**src/rtl/dual_port_ram.sv**
```systemverilog
// True dual-port RAM: two independent read/write ports on one shared array,
// registered read data, and detection of same-address write-write collisions.
module dual_port_ram #(
    parameter int ADDR_W = 3,
    parameter int DATA_W = 8,
    parameter int DEPTH  = 2 ** ADDR_W
) (
    input  logic              clk,
    input  logic              rst_n,
    input  logic [ADDR_W-1:0] a_addr,
    input  logic              a_en,
    input  logic              a_we,
    input  logic [DATA_W-1:0] a_din,
    output logic [DATA_W-1:0] a_dout,
    output logic              a_valid,
    input  logic [ADDR_W-1:0] b_addr,
    input  logic              b_en,
    input  logic              b_we,
    input  logic [DATA_W-1:0] b_din,
    output logic [DATA_W-1:0] b_dout,
    output logic              b_valid,
    output logic              coll,
    output logic [7:0]        coll_cnt
);

    logic [DATA_W-1:0] mem [DEPTH];

    logic a_wr, b_wr, a_rd, b_rd, same_wr;

    always_comb begin
        a_wr    = a_en & a_we;
        b_wr    = b_en & b_we;
        a_rd    = a_en & ~a_we;
        b_rd    = b_en & ~b_we;
        same_wr = a_wr & b_wr & (a_addr == b_addr);
    end

    // NOTE: the array sits in the async reset because every word must read
    // zero after reset; this forces flops rather than a RAM macro.
    always_ff @(posedge clk or negedge rst_n) begin
        if (!rst_n) begin
            for (int i = 0; i < DEPTH; i++) begin
                mem[i] <= '0;
            end
        end else begin
            // NOTE: with non-blocking assignments the last one scheduled wins,
            // so port A is written after port B to take priority on a collision.
            if (b_wr) mem[b_addr] <= b_din;
            if (a_wr) mem[a_addr] <= a_din;
        end
    end

    // Reads sample the array before this edge's writes land: read-first.
    always_ff @(posedge clk or negedge rst_n) begin
        if (!rst_n) begin
            a_dout  <= '0;
            b_dout  <= '0;
            a_valid <= 1'b0;
            b_valid <= 1'b0;
        end else begin
            a_valid <= a_rd;
            b_valid <= b_rd;
            if (a_rd) a_dout <= mem[a_addr];
            if (b_rd) b_dout <= mem[b_addr];
        end
    end

    always_ff @(posedge clk or negedge rst_n) begin
        if (!rst_n) begin
            coll     <= 1'b0;
            coll_cnt <= '0;
        end else begin
            coll <= same_wr;
            if (same_wr && coll_cnt != 8'hFF) begin
                coll_cnt <= coll_cnt + 8'd1;
            end
        end
    end

endmodule

```
**config.mk**
```make
export PLATFORM = sky130hd
export DESIGN_NAME = dual_port_ram
export DESIGN_NICKNAME = d
export VERILOG_FILES = /design/src/rtl/dual_port_ram.sv
export SDC_FILE = /design/constraint.sdc
export NUM_CORES = 1
export LEC_CHECK = 0
export BUFFER_PORTS_ARGS = -buffer_cell sky130_fd_sc_hd__clkbuf_2
export CORE_ASPECT_RATIO = 0.5
export CORE_MARGIN = 5
export CORE_UTILIZATION = 50
export DETAILED_ROUTE_END_ITERATION = 8
export GPL_TIMING_DRIVEN = 0
export MAX_ROUTING_LAYER = met4
export PLACE_DENSITY = 0.67
export SLEW_MARGIN = 20
export SYNTH_ARGS = -nofsm -noshare
export SYNTH_HDL_FRONTEND = slang
export SYNTH_SLANG_ARGS = --single-unit
```
**constraint.sdc**
```tcl
create_clock -name clk -period 3.85 [get_ports clk]
set_input_delay 0.385 -clock clk [delete_from_list [all_inputs] [get_ports clk]]
set_output_delay 0.385 -clock clk [all_outputs]
set_load 0.005 [all_outputs]
```
==> summary.md <==
| Metric | Value |
|---|---|
| Clock buffer depth | `2` |
| Resized Gates After CTS | `0` |
| Top cell type's share of synthesized area | `0.442` |
| Internal Power | `0.00203 W` |
| Root buffer cell | `clkbuf_16` |
| Final Skew | `0.00671 ns` |
| Finished Cell Area | `5860 um^2` |
| Number of enable flip-flop cells after synthesis | `0` |
| Worst Setup SP | `a_addr[0]` |
| Hold Path Origin | `a_en` |
| Reg2Reg Launch Point | `coll_cnt[0]` |
| Vias in the first global route | `4,049` |
| Final setup fails | `0` |
| Syn_area_per_cell | `9.72 um^2` |
| CTS clk-pin slew, worst paths | `0.07 ns` |
| Worst hold path type | `in2reg` |
| Largest net degree at the start of global routing | `84` |
| Synth area leader | `dfrtp_1` |
| Routed Antenna Nets | `0` |
| Pwr/cell area | `500 nW/um^2` |
| Crit start category | `input pin` |
| # port buffers | `36` |
| H-tree depth | `3` |
| Clock Sinks | `91` |
| First-pass DRT Iterations | `5` |
| Logic gate share of total power | `0.220` |
| Run status | `completed` |
| Wire per inst | `21.3 um` |
| Hold_buf cts | `1` |
| Clk_lat worst skew | `0.34 ns` |
| Fin. max-slew vios | `0` |
| Most used DFF post-synth | `dfrtp_1` |
| DR vias | `4,396` |
| CTS buffer count | `9` |
| Kind of critical path | `in2reg` |
| Initial antenna violation count | `0` |
| Worst IR Drop VDD | `0.217 mV` |
| Detailed placement HPWL | `11,300 um` |
| Die Wd | `154 um` |
| Worst-path fanout max | `10` |
| Synth cell types | `44` |
| Mapped Area | `5150 um^2` |
| Routability cong. | `0.958` |
| Unrepaired setup endpoints after global routing | `no` |
| Fin crit share | `0.513` |
| Area grow syn2layout | `13.7%` |
| WL final | `15,400 um` |
| Share of cells above drive strength 1 | `0.156` |
| Filler cells | `892` |
| Mapped Nets | `559` |
| Yosys reg bits | `91` |
| Initial Util | `0.509` |
| Register area share after synthesis | `0.442` |
| P_sw | `0.000907 W` |
| Worst-Margin Slew | `1.01 ns` |
| Final worst slack | `1.87 ns` |
| Max_cap viols | `0` |
| Fin nets | `608` |
| Syn. warnings | `0` |
| Fin crit period | `1.98 ns` |
| Slew margin rel. | `0.323` |
| I/O pin total | `55` |
| Dominant cells by area after synthesis | `dfrtp_1, mux2i_1, a21oi_1` |
| Crit end category | `flip-flop` |
| Post-CTS Setup Bufs | `0` |
| Highest clock rate | `506 MHz` |
| Required time of the critical path | `4.04 ns` |
| Die Area | `12,600 um^2` |
| Final Core Density | `0.579` |
| CTS tree | `built` |
| Vias per Instance | `6.07` |
| GRT Total Usage | `0.261` |
| Asr flop ratio synth | `1.00` |
| LEAKAGE | `2.48 nW` |
| Fin. Hold Viols | `0` |
| GRT Residual Overflow | `0` |
| DRC violations left | `0` |
| DIE HEIGHT | `81.8 um` |
| Part of the power in the clock network | `0.311` |
| Net Sw Frac | `0.309` |
| Seq pwr share | `0.470` |
| Placed Area | `5540 um^2` |
| 1st-iter DRT viols | `492` |
| Global-route wire length before repair | `23,900 um` |
| Crit path DAT | `2.17 ns` |
| Setup_tns | `0 ns` |
| Core Footprint | `10,100 um^2` |
| Pre-CTS WS | `1.66 ns` |
| # rows | `26` |
| Number of diodes | `0` |
| Cells after Synth | `530` |
## synthesized netlist by cell type, types with 3 or more instances
library cell and n:
a21oi_1 73, a221oi_1 7, a22oi_1 7, a31oi_1 16, and3_1 3, buf_1 6
buf_2 9, buf_4 5, clkbuf_1 22, clkbuf_2 3, dfrtp_1 91, inv_1 3
mux2i_1 80, mux4_2 9, nand2_1 44, nand3_1 5, nor2_1 77, nor2b_1 4
nor3_1 6, nor3_4 3, o221ai_1 7, o22a_1 7, o22ai_1 9, xor2_1 7
## sequential cells by signal, indices dropped and copies added, names as in the netlist
signal    count
b_valid       1
mem          64
a_valid       1
a_dout        8
coll_cnt      8
coll          1
b_dout        8
## worst max-delay path, cell delays in order
cell      delay [ns]
clkbuf_2        0.11
buf_2           0.33
and3_1          0.37
nand2_1         0.32
clkbuf_1        0.40
nor2_1          0.19
a21oi_1         0.06
## power groups by stage
| stage | clock network (W) | registers [W] | logic [W] |
|---|---|---|---|
| 6_report | 0.000911 | 0.00138 | 0.000644 |
| 4_1_cts | 0.000924 | 0.00137 | 0.000639 |
| 3_5_place_dp | 0 | 0.00138 | 0.000638 |
| 5_1_grt | 0.000962 | 0.00140 | 0.000716 |
| 2_1_floorplan | 0 | 0.00131 | 0.000449 |
| 3_3_place_gp | 0 | 0.00137 | 0.000616 |
## logic make-up (layout without fill, tap and decap cells)
group | count (synthesis) | count (layout) | synth area share
adder cells (fa/ha/maj) | 1 | 1 | 0.00243
XOR/XNOR | 9 | 9 | 0.0153
AO/OA/AOI/OAI | 128 | 128 | 0.150
buffers and inverters | 50 | 104 | 0.0459
multiplexers | 90 | 90 | 0.197
AND/OR/NAND/NOR | 161 | 161 | 0.147
flip-flops | 91 | 91 | 0.442
## per-layer routing
| layer | wire length [um] | GRT usage |
|---|---|---|
| met1 | 7250 | 0.395 |
| met2 | 5980 | 0.337 |
| met3 | 1980 | 0.0726 |
| met4 | 221 | 0.0722 |
| met5 | 0 | - |
## final cells by class
class / count / area (um^2) / area share
multi-input combinational: 389 / 2640 / 0.450
sequential: 91 / 2280 / 0.389
clock buffer: 12 / 256 / 0.0438
timing repair buffer: 38 / 226 / 0.0387
buffer: 47 / 225 / 0.0384
tap: 140 / 175 / 0.0299
clock inverter: 4 / 48.8 / 0.00833
inverter: 3 / 11.3 / 0.00192
## through the flow
step | hold WS [ns] | instances | total power (W)
CTS | 0.342 | 724 | 0.00293
global route | 0.375 | 724 | 0.00308
floorplan | 0.0894 | 530 | 0.00176
detailed placement | 0.220 | 707 | 0.00202
finish | 0.352 | 724 | 0.00293
global placement | 0.496 | 706 | 0.00199
## path summary, 6_finish.rpt
kind / to / slack [ns] / depth (start not counted)
setup / recovery: mem[23] / 1.87 / 7
hold / removal: coll / 0.35 / 3
setup reg to reg: coll_cnt[1] / 2.24 / 5
hold reg to reg: a_dout[0] / 0.51 / 1
max in group asynchronous: mem[4] / 2.80 / 3
min in group asynchronous: coll_cnt[0] / 0.43 / 2
## layout by cell type, fill, tap and decap left out, types with 3 or more instances in the layout
master and n:
nor3_4 3, o221ai_1 7, mux4_2 9, clkbuf_8 3, a31oi_1 16, buf_2 9, nand2_1 44, o22ai_1 9
a21oi_1 73, dfrtp_1 91, nor3_1 6, buf_1 6, clkbuf_1 23, a22oi_1 7, o22a_1 7, nor2b_1 4
clkbuf_16 9, and3_1 3, clkbuf_2 38, nand3_1 5, a221oi_1 7, inv_1 3, buf_4 5, nor2_1 77
xor2_1 7, mux2i_1 80
No activity file was read; power rests on OpenSTA's default activity.
